<file path="src/rtl/alu_exec_stage.sv">
// Two-stage pipelined ALU execute stage with valid/ready handshake on both sides.
// S1 registers the incoming op; S2 computes and registers result, flags and tag.

package alu_pkg;
  typedef enum logic [3:0] {
    ADD            = 4'd0,
    SUBTRACT       = 4'd1,
    XOR            = 4'd2,
    OR             = 4'd3,
    AND            = 4'd4,
    SHIFT_LT_LOG   = 4'd5,
    SHIFT_RT_LOG   = 4'd6,
    SHIFT_RT_AR    = 4'd7,
    BARREL_SHIFTER = 4'd8,
    IS_EQUAL       = 4'd9,
    IS_GREATER     = 4'd10
  } ALU_OP_CODE;
endpackage

module alu_exec_stage
  import alu_pkg::*;
#(
  parameter int unsigned WIDTH = 32,
  parameter int unsigned TAG_W = 4
) (
  input  logic             clk,
  input  logic             rst_n,
  input  logic             in_valid,
  output logic             in_ready,
  input  logic [3:0]       in_op,
  input  logic [WIDTH-1:0] in_a,
  input  logic [WIDTH-1:0] in_b,
  input  logic [TAG_W-1:0] in_tag,
  output logic             out_valid,
  input  logic             out_ready,
  output logic [WIDTH-1:0] out_result,
  output logic             out_zero,
  output logic             out_carry,
  output logic             out_err,
  output logic [TAG_W-1:0] out_tag
);

  localparam int unsigned SH_W = $clog2(WIDTH);

  logic             s1_valid;
  logic [3:0]       s1_op;
  logic [WIDTH-1:0] s1_a;
  logic [WIDTH-1:0] s1_b;
  logic [TAG_W-1:0] s1_tag;

  logic             adv2;
  logic [SH_W-1:0]  sh;
  logic [WIDTH:0]   sum;
  logic [2*WIDTH-1:0] rot;
  logic [WIDTH-1:0] res;
  logic             carry;
  logic             err;

  assign adv2     = !out_valid || out_ready;
  assign in_ready = !s1_valid || adv2;

  // When in_ready is high, S1 is either empty or draining into S2 this cycle.
  always_ff @(posedge clk or negedge rst_n) begin
    if (!rst_n) begin
      s1_valid <= 1'b0;
      s1_op    <= '0;
      s1_a     <= '0;
      s1_b     <= '0;
      s1_tag   <= '0;
    end else begin
      if (in_ready) s1_valid <= in_valid;
      if (in_valid && in_ready) begin
        s1_op  <= in_op;
        s1_a   <= in_a;
        s1_b   <= in_b;
        s1_tag <= in_tag;
      end
    end
  end

  always_comb begin
    sh    = s1_b[SH_W-1:0];
    sum   = {1'b0, s1_a} + {1'b0, s1_b};
    rot   = {s1_a, s1_a} << sh;
    res   = '0;
    carry = 1'b0;
    err   = 1'b0;
    case (s1_op)
      ADD: begin
        res   = sum[WIDTH-1:0];
        carry = sum[WIDTH];
      end
      SUBTRACT: begin
        res   = s1_a - s1_b;
        carry = s1_a < s1_b;
      end
      XOR:            res = s1_a ^ s1_b;
      OR:             res = s1_a | s1_b;
      AND:            res = s1_a & s1_b;
      SHIFT_LT_LOG:   res = s1_a << sh;
      SHIFT_RT_LOG:   res = s1_a >> sh;
      SHIFT_RT_AR:    res = $unsigned($signed(s1_a) >>> sh);
      BARREL_SHIFTER: res = rot[2*WIDTH-1:WIDTH];
      IS_EQUAL:       res[0] = (s1_a == s1_b);
      IS_GREATER:     res[0] = (s1_a > s1_b);
      default:        err = 1'b1;
    endcase
  end

  always_ff @(posedge clk or negedge rst_n) begin
    if (!rst_n) begin
      out_valid  <= 1'b0;
      out_result <= '0;
      out_zero   <= 1'b0;
      out_carry  <= 1'b0;
      out_err    <= 1'b0;
      out_tag    <= '0;
    end else if (adv2) begin
      out_valid <= s1_valid;
      if (s1_valid) begin
        out_result <= res;
        out_zero   <= (res == '0);
        out_carry  <= carry;
        out_err    <= err;
        out_tag    <= s1_tag;
      end
    end
  end

endmodule
</file>
<file path="config.mk">
export PLATFORM = sky130hd
export DESIGN_NAME = alu_exec_stage
export DESIGN_NICKNAME = d
export VERILOG_FILES = /design/src/rtl/alu_exec_stage.sv
export SDC_FILE = /design/constraint.sdc
export NUM_CORES = 1
export LEC_CHECK = 0
export ABC_AREA = 0
export ABC_CLOCK_PERIOD_IN_PS = 10500
export CORE_MARGIN = 2
export CORE_UTILIZATION = 49
export DETAILED_ROUTE_END_ITERATION = 10
export PLACE_DENSITY = 0.69
export SYNTH_ARGS = -nofsm -noshare
export SYNTH_HDL_FRONTEND = slang
export SYNTH_SLANG_ARGS = --single-unit
</file>
<file path="constraint.sdc">
create_clock -name clk -period 10.5 [get_ports clk]
set_input_delay 1.575 -clock clk [delete_from_list [all_inputs] [get_ports clk]]
set_output_delay 1.575 -clock clk [all_outputs]
set_load 0.01 [all_outputs]
</file>
==> impl_metrics.json <==
{
  "vdd_ir_max_mv": 0.148,
  "asyncSetResetFlopFracSynth_pct": 100,
  "clk_path_buf_depth": 2,
  "hold_buffers": 0,
  "fin_setup_tns_ns": 0,
  "crit_path_start_kind": "register",
  "cp_slowest_cell": "sky130_fd_sc_hd__dfrtp_2",
  "drt_pass1_iterations": 8,
  "path_cells": "buf_4, inv_2, ha_1, nor3_1, o31ai_1, nand3_1, a21oi_1, o21ai_0, a211oi_1, o2111ai_1, nor4_2, nand4_1, or4_1, o31ai_2",
  "avgSynthCellArea_um2": 8.32,
  "clkLatencyLatePin_ns": 0.46,
  "synth.largest_area_cell": "sky130_fd_sc_hd__dfrtp_1",
  "maximum_fanout_along_the_worst_path": 56,
  "critical_path_class": "register to register",
  "yosys_register_bits": 113,
  "seq_area_frac_synth_pct": 18.2,
  "grt_start_max_net_pins": 66,
  "ctsRootBufferMaster": "sky130_fd_sc_hd__clkbuf_16",
  "dp_hpwl_um": 56000,
  "worst_rel_slew_slack_pct": 4.32,
  "port_buffers": 116,
  "synth.most_common_cell": "sky130_fd_sc_hd__nand2_1",
  "cts.htree.levels": 4,
  "cts-resized-gates": 0,
  "routed_via_density": 7.51,
  "synth_edf_count": 0,
  "critPathMaxStageDelay_ns": 0.74,
  "final.min_clock_period_ns": 6.44,
  "postRouteWirelength_um": 75700,
  "totalPowerFinal_uw": 3490,
  "synth.area.top_cells": "sky130_fd_sc_hd__dfrtp_1, sky130_fd_sc_hd__mux4_2, sky130_fd_sc_hd__mux2_2",
  "row_count": 65,
  "worst_hold_path_type": "register to register",
  "dr_total_vias": 17220,
  "grt_pass1_wl_um": 110000,
  "hold_violations": 0,
  "worst_setup_hold_path_clk_slew_ns": 0.06,
  "gp_routability_congestion": 1.20,
  "worst-endpoint-required_ns": 10.87,
  "antenna_found_initial": 5,
  "first_iter_violations": 3177,
  "chipWidth_um": 182,
  "finalMaxSlewViolations": 0,
  "cell_area_after_technology_mapping_mm2": 0.0155,
  "worst_case_clock_skew_ns": 0.0106,
  "worst_setup_path_end_kind": "register",
  "final-setup-viol-count": 0,
  "netlist-cell-type-count": 91,
  "final_nets": 2051,
  "run_status": "complete, no violations",
  "area_growth_pct": 12.2,
  "finalNonFillerCells": 2294,
  "wire_per_inst_um": 33.0,
  "fin_crit_sh_pct": 61.4,
  "cts_tree": "built",
  "cts_buffers": 17,
  "synth_nets": 2041,
  "worstPathArrival_ns": 6.82,
  "grt-ovfl-total": 0,
  "antenna_violating_nets_post_route": 0,
  "placed_cells": 2259,
  "dieArea_mm2": 0.0331,
  "number_of_buffers_inserted_by_post_cts_setup_repair": 0,
  "cellPowerDensity_mw_per_mm2": 200,
  "grt_setup_unrepaired": "no",
  "synth_warnings": 0,
  "floorplan.initialDensity_pct": 49.5,
  "ys_dominant_reg_cell": "sky130_fd_sc_hd__dfrtp_1",
  "remaining_drc_errors": 0,
  "power_leakage_uw": 0.00700,
  "grt_use_total_pct": 45.3,
  "cap_viol_max_count": 0,
  "die_height_um": 182,
  "clock.fmax_mhz": 155,
  "grt_pass1_vias": 15997,
  "drive_gt1_share_pct": 16.2,
  "syn_inst": 1866,
  "placeableCoreArea_mm2": 0.0314,
  "io_pins": 117,
  "synthTopCellsByCount": "sky130_fd_sc_hd__nand2_1, sky130_fd_sc_hd__nor2_1, sky130_fd_sc_hd__mux2_2",
  "yosys.area.top_type_share_pct": 18.2,
  "worst-slew-pin-transition_ns": 1.41,
  "cts.sink_count": 113
}
## state kept, by name, indices dropped and copies added, names as in the netlist
signal	flops
out_result	32
s1_a	32
s1_b	32
out_tag	4
s1_op	4
s1_tag	4
out_carry	1
out_err	1
out_valid	1
out_zero	1
s1_valid	1
## per-stage QoR
stage | util, % | cell area [um2] | hold slack (ns) | setup slack (ns)
final | 55.5 | 17400 | 0.472 | 4.06
after floorplan | - | 15500 | 0.475 | 5.55
after CTS | 55.5 | 17400 | 0.481 | 4.36
after global placement | 53.6 | 16800 | 0.460 | 4.57
after global routing | 55.5 | 17400 | 0.498 | 4.02
after detailed placement | 53.6 | 16800 | 0.469 | 4.40
## final timing paths
check | start | end | slack [ns] | depth (start not counted)
worst max register to register | s1_b[3]$_DFFE_PN0P_ | out_zero$_DFFE_PN0P_ | 4.06 | 14
max in group asynchronous | rst_n | s1_a[11]$_DFFE_PN0P_ | 8.01 | 2
worst min register to register | out_err$_DFFE_PN0P_ | out_err$_DFFE_PN0P_ | 0.47 | 2
worst min-delay path | out_err$_DFFE_PN0P_ | out_err$_DFFE_PN0P_ | 0.47 | 2
min in group asynchronous | rst_n | out_result[25]$_DFFE_PN0P_ | 1.16 | 1
worst max-delay path | s1_b[3]$_DFFE_PN0P_ | out_zero$_DFFE_PN0P_ | 4.06 | 14
## logic make-up after synthesis
group	Yosys count	synth area share, %
fa+ha+maj	99	8.07
compound gates	551	24.3
xor+xnor	22	1.24
mux	265	23.9
buf+inv	274	7.37
flops	113	18.2
simple gates	542	16.8
## critical path, delay by kind of cell, from the launching register on
| family | cells | cell delay, ns |
|---|---|---|
| fa+ha+maj | 1 | 0.53 |
| buf+inv | 2 | 1.17 |
| simple gates | 5 | 1.42 |
| compound gates | 6 | 2.40 |
| flops | 1 | 0.74 |
## cell type report
class                      instances  area, um2
clock buffer                      17        425
antenna                            3       7.51
multi-input combinational       1479      11600
inverter                         104        390
timing repair buffer             161       1490
fill                            2935      14000
clock inverter                    15        159
tap                              402        503
sequential                       113       2840
## power breakdown
part           switching [uW]  internal [uW]  leakage [uW]
registers                 181            534       0.00135
logic                    1340            837       0.00537
clock network             245            350      0.000280
total                    1770           1720       0.00700
## placed cells by master, fill, tap and decap left out, types with 8 or more instances in the layout
master and instances:
sky130_fd_sc_hd__a211oi_1 28, sky130_fd_sc_hd__a21o_1 13, sky130_fd_sc_hd__a21oi_1 112, sky130_fd_sc_hd__a221o_1 10
sky130_fd_sc_hd__a221oi_1 19, sky130_fd_sc_hd__a22oi_1 18, sky130_fd_sc_hd__a31oi_1 21, sky130_fd_sc_hd__and2_1 8
sky130_fd_sc_hd__and3_1 11, sky130_fd_sc_hd__buf_4 45, sky130_fd_sc_hd__clkbuf_16 17, sky130_fd_sc_hd__clkdlybuf4s50_1 115
sky130_fd_sc_hd__dfrtp_1 109, sky130_fd_sc_hd__ha_1 97, sky130_fd_sc_hd__inv_1 101, sky130_fd_sc_hd__mux2_2 123
sky130_fd_sc_hd__mux2i_1 66, sky130_fd_sc_hd__mux4_2 71, sky130_fd_sc_hd__nand2_1 171, sky130_fd_sc_hd__nand2b_1 18
sky130_fd_sc_hd__nand3_1 27, sky130_fd_sc_hd__nand4_1 20, sky130_fd_sc_hd__nor2_1 137, sky130_fd_sc_hd__nor2b_1 20
sky130_fd_sc_hd__nor3_1 49, sky130_fd_sc_hd__nor4_1 25, sky130_fd_sc_hd__o211a_1 8, sky130_fd_sc_hd__o211ai_1 32
sky130_fd_sc_hd__o21a_1 8, sky130_fd_sc_hd__o21ai_0 103, sky130_fd_sc_hd__o21bai_1 14, sky130_fd_sc_hd__o221ai_1 18
sky130_fd_sc_hd__o22ai_1 22, sky130_fd_sc_hd__o311ai_0 8, sky130_fd_sc_hd__o31ai_1 18, sky130_fd_sc_hd__o32ai_1 8
sky130_fd_sc_hd__or3_1 11, sky130_fd_sc_hd__xnor2_1 18
## routing by layer
layer	share of wire, %	vias up	wire length (um)	GRT usage [%]
met1	38	8323	28600	59.0
met2	41	1460	31400	66.1
li1	-	7080	-	-
met3	14	355	10600	15.4
met5	0.017	-	13	0
met4	6.8	2	5180	25.1
Power figures use the tool's default switching activity.
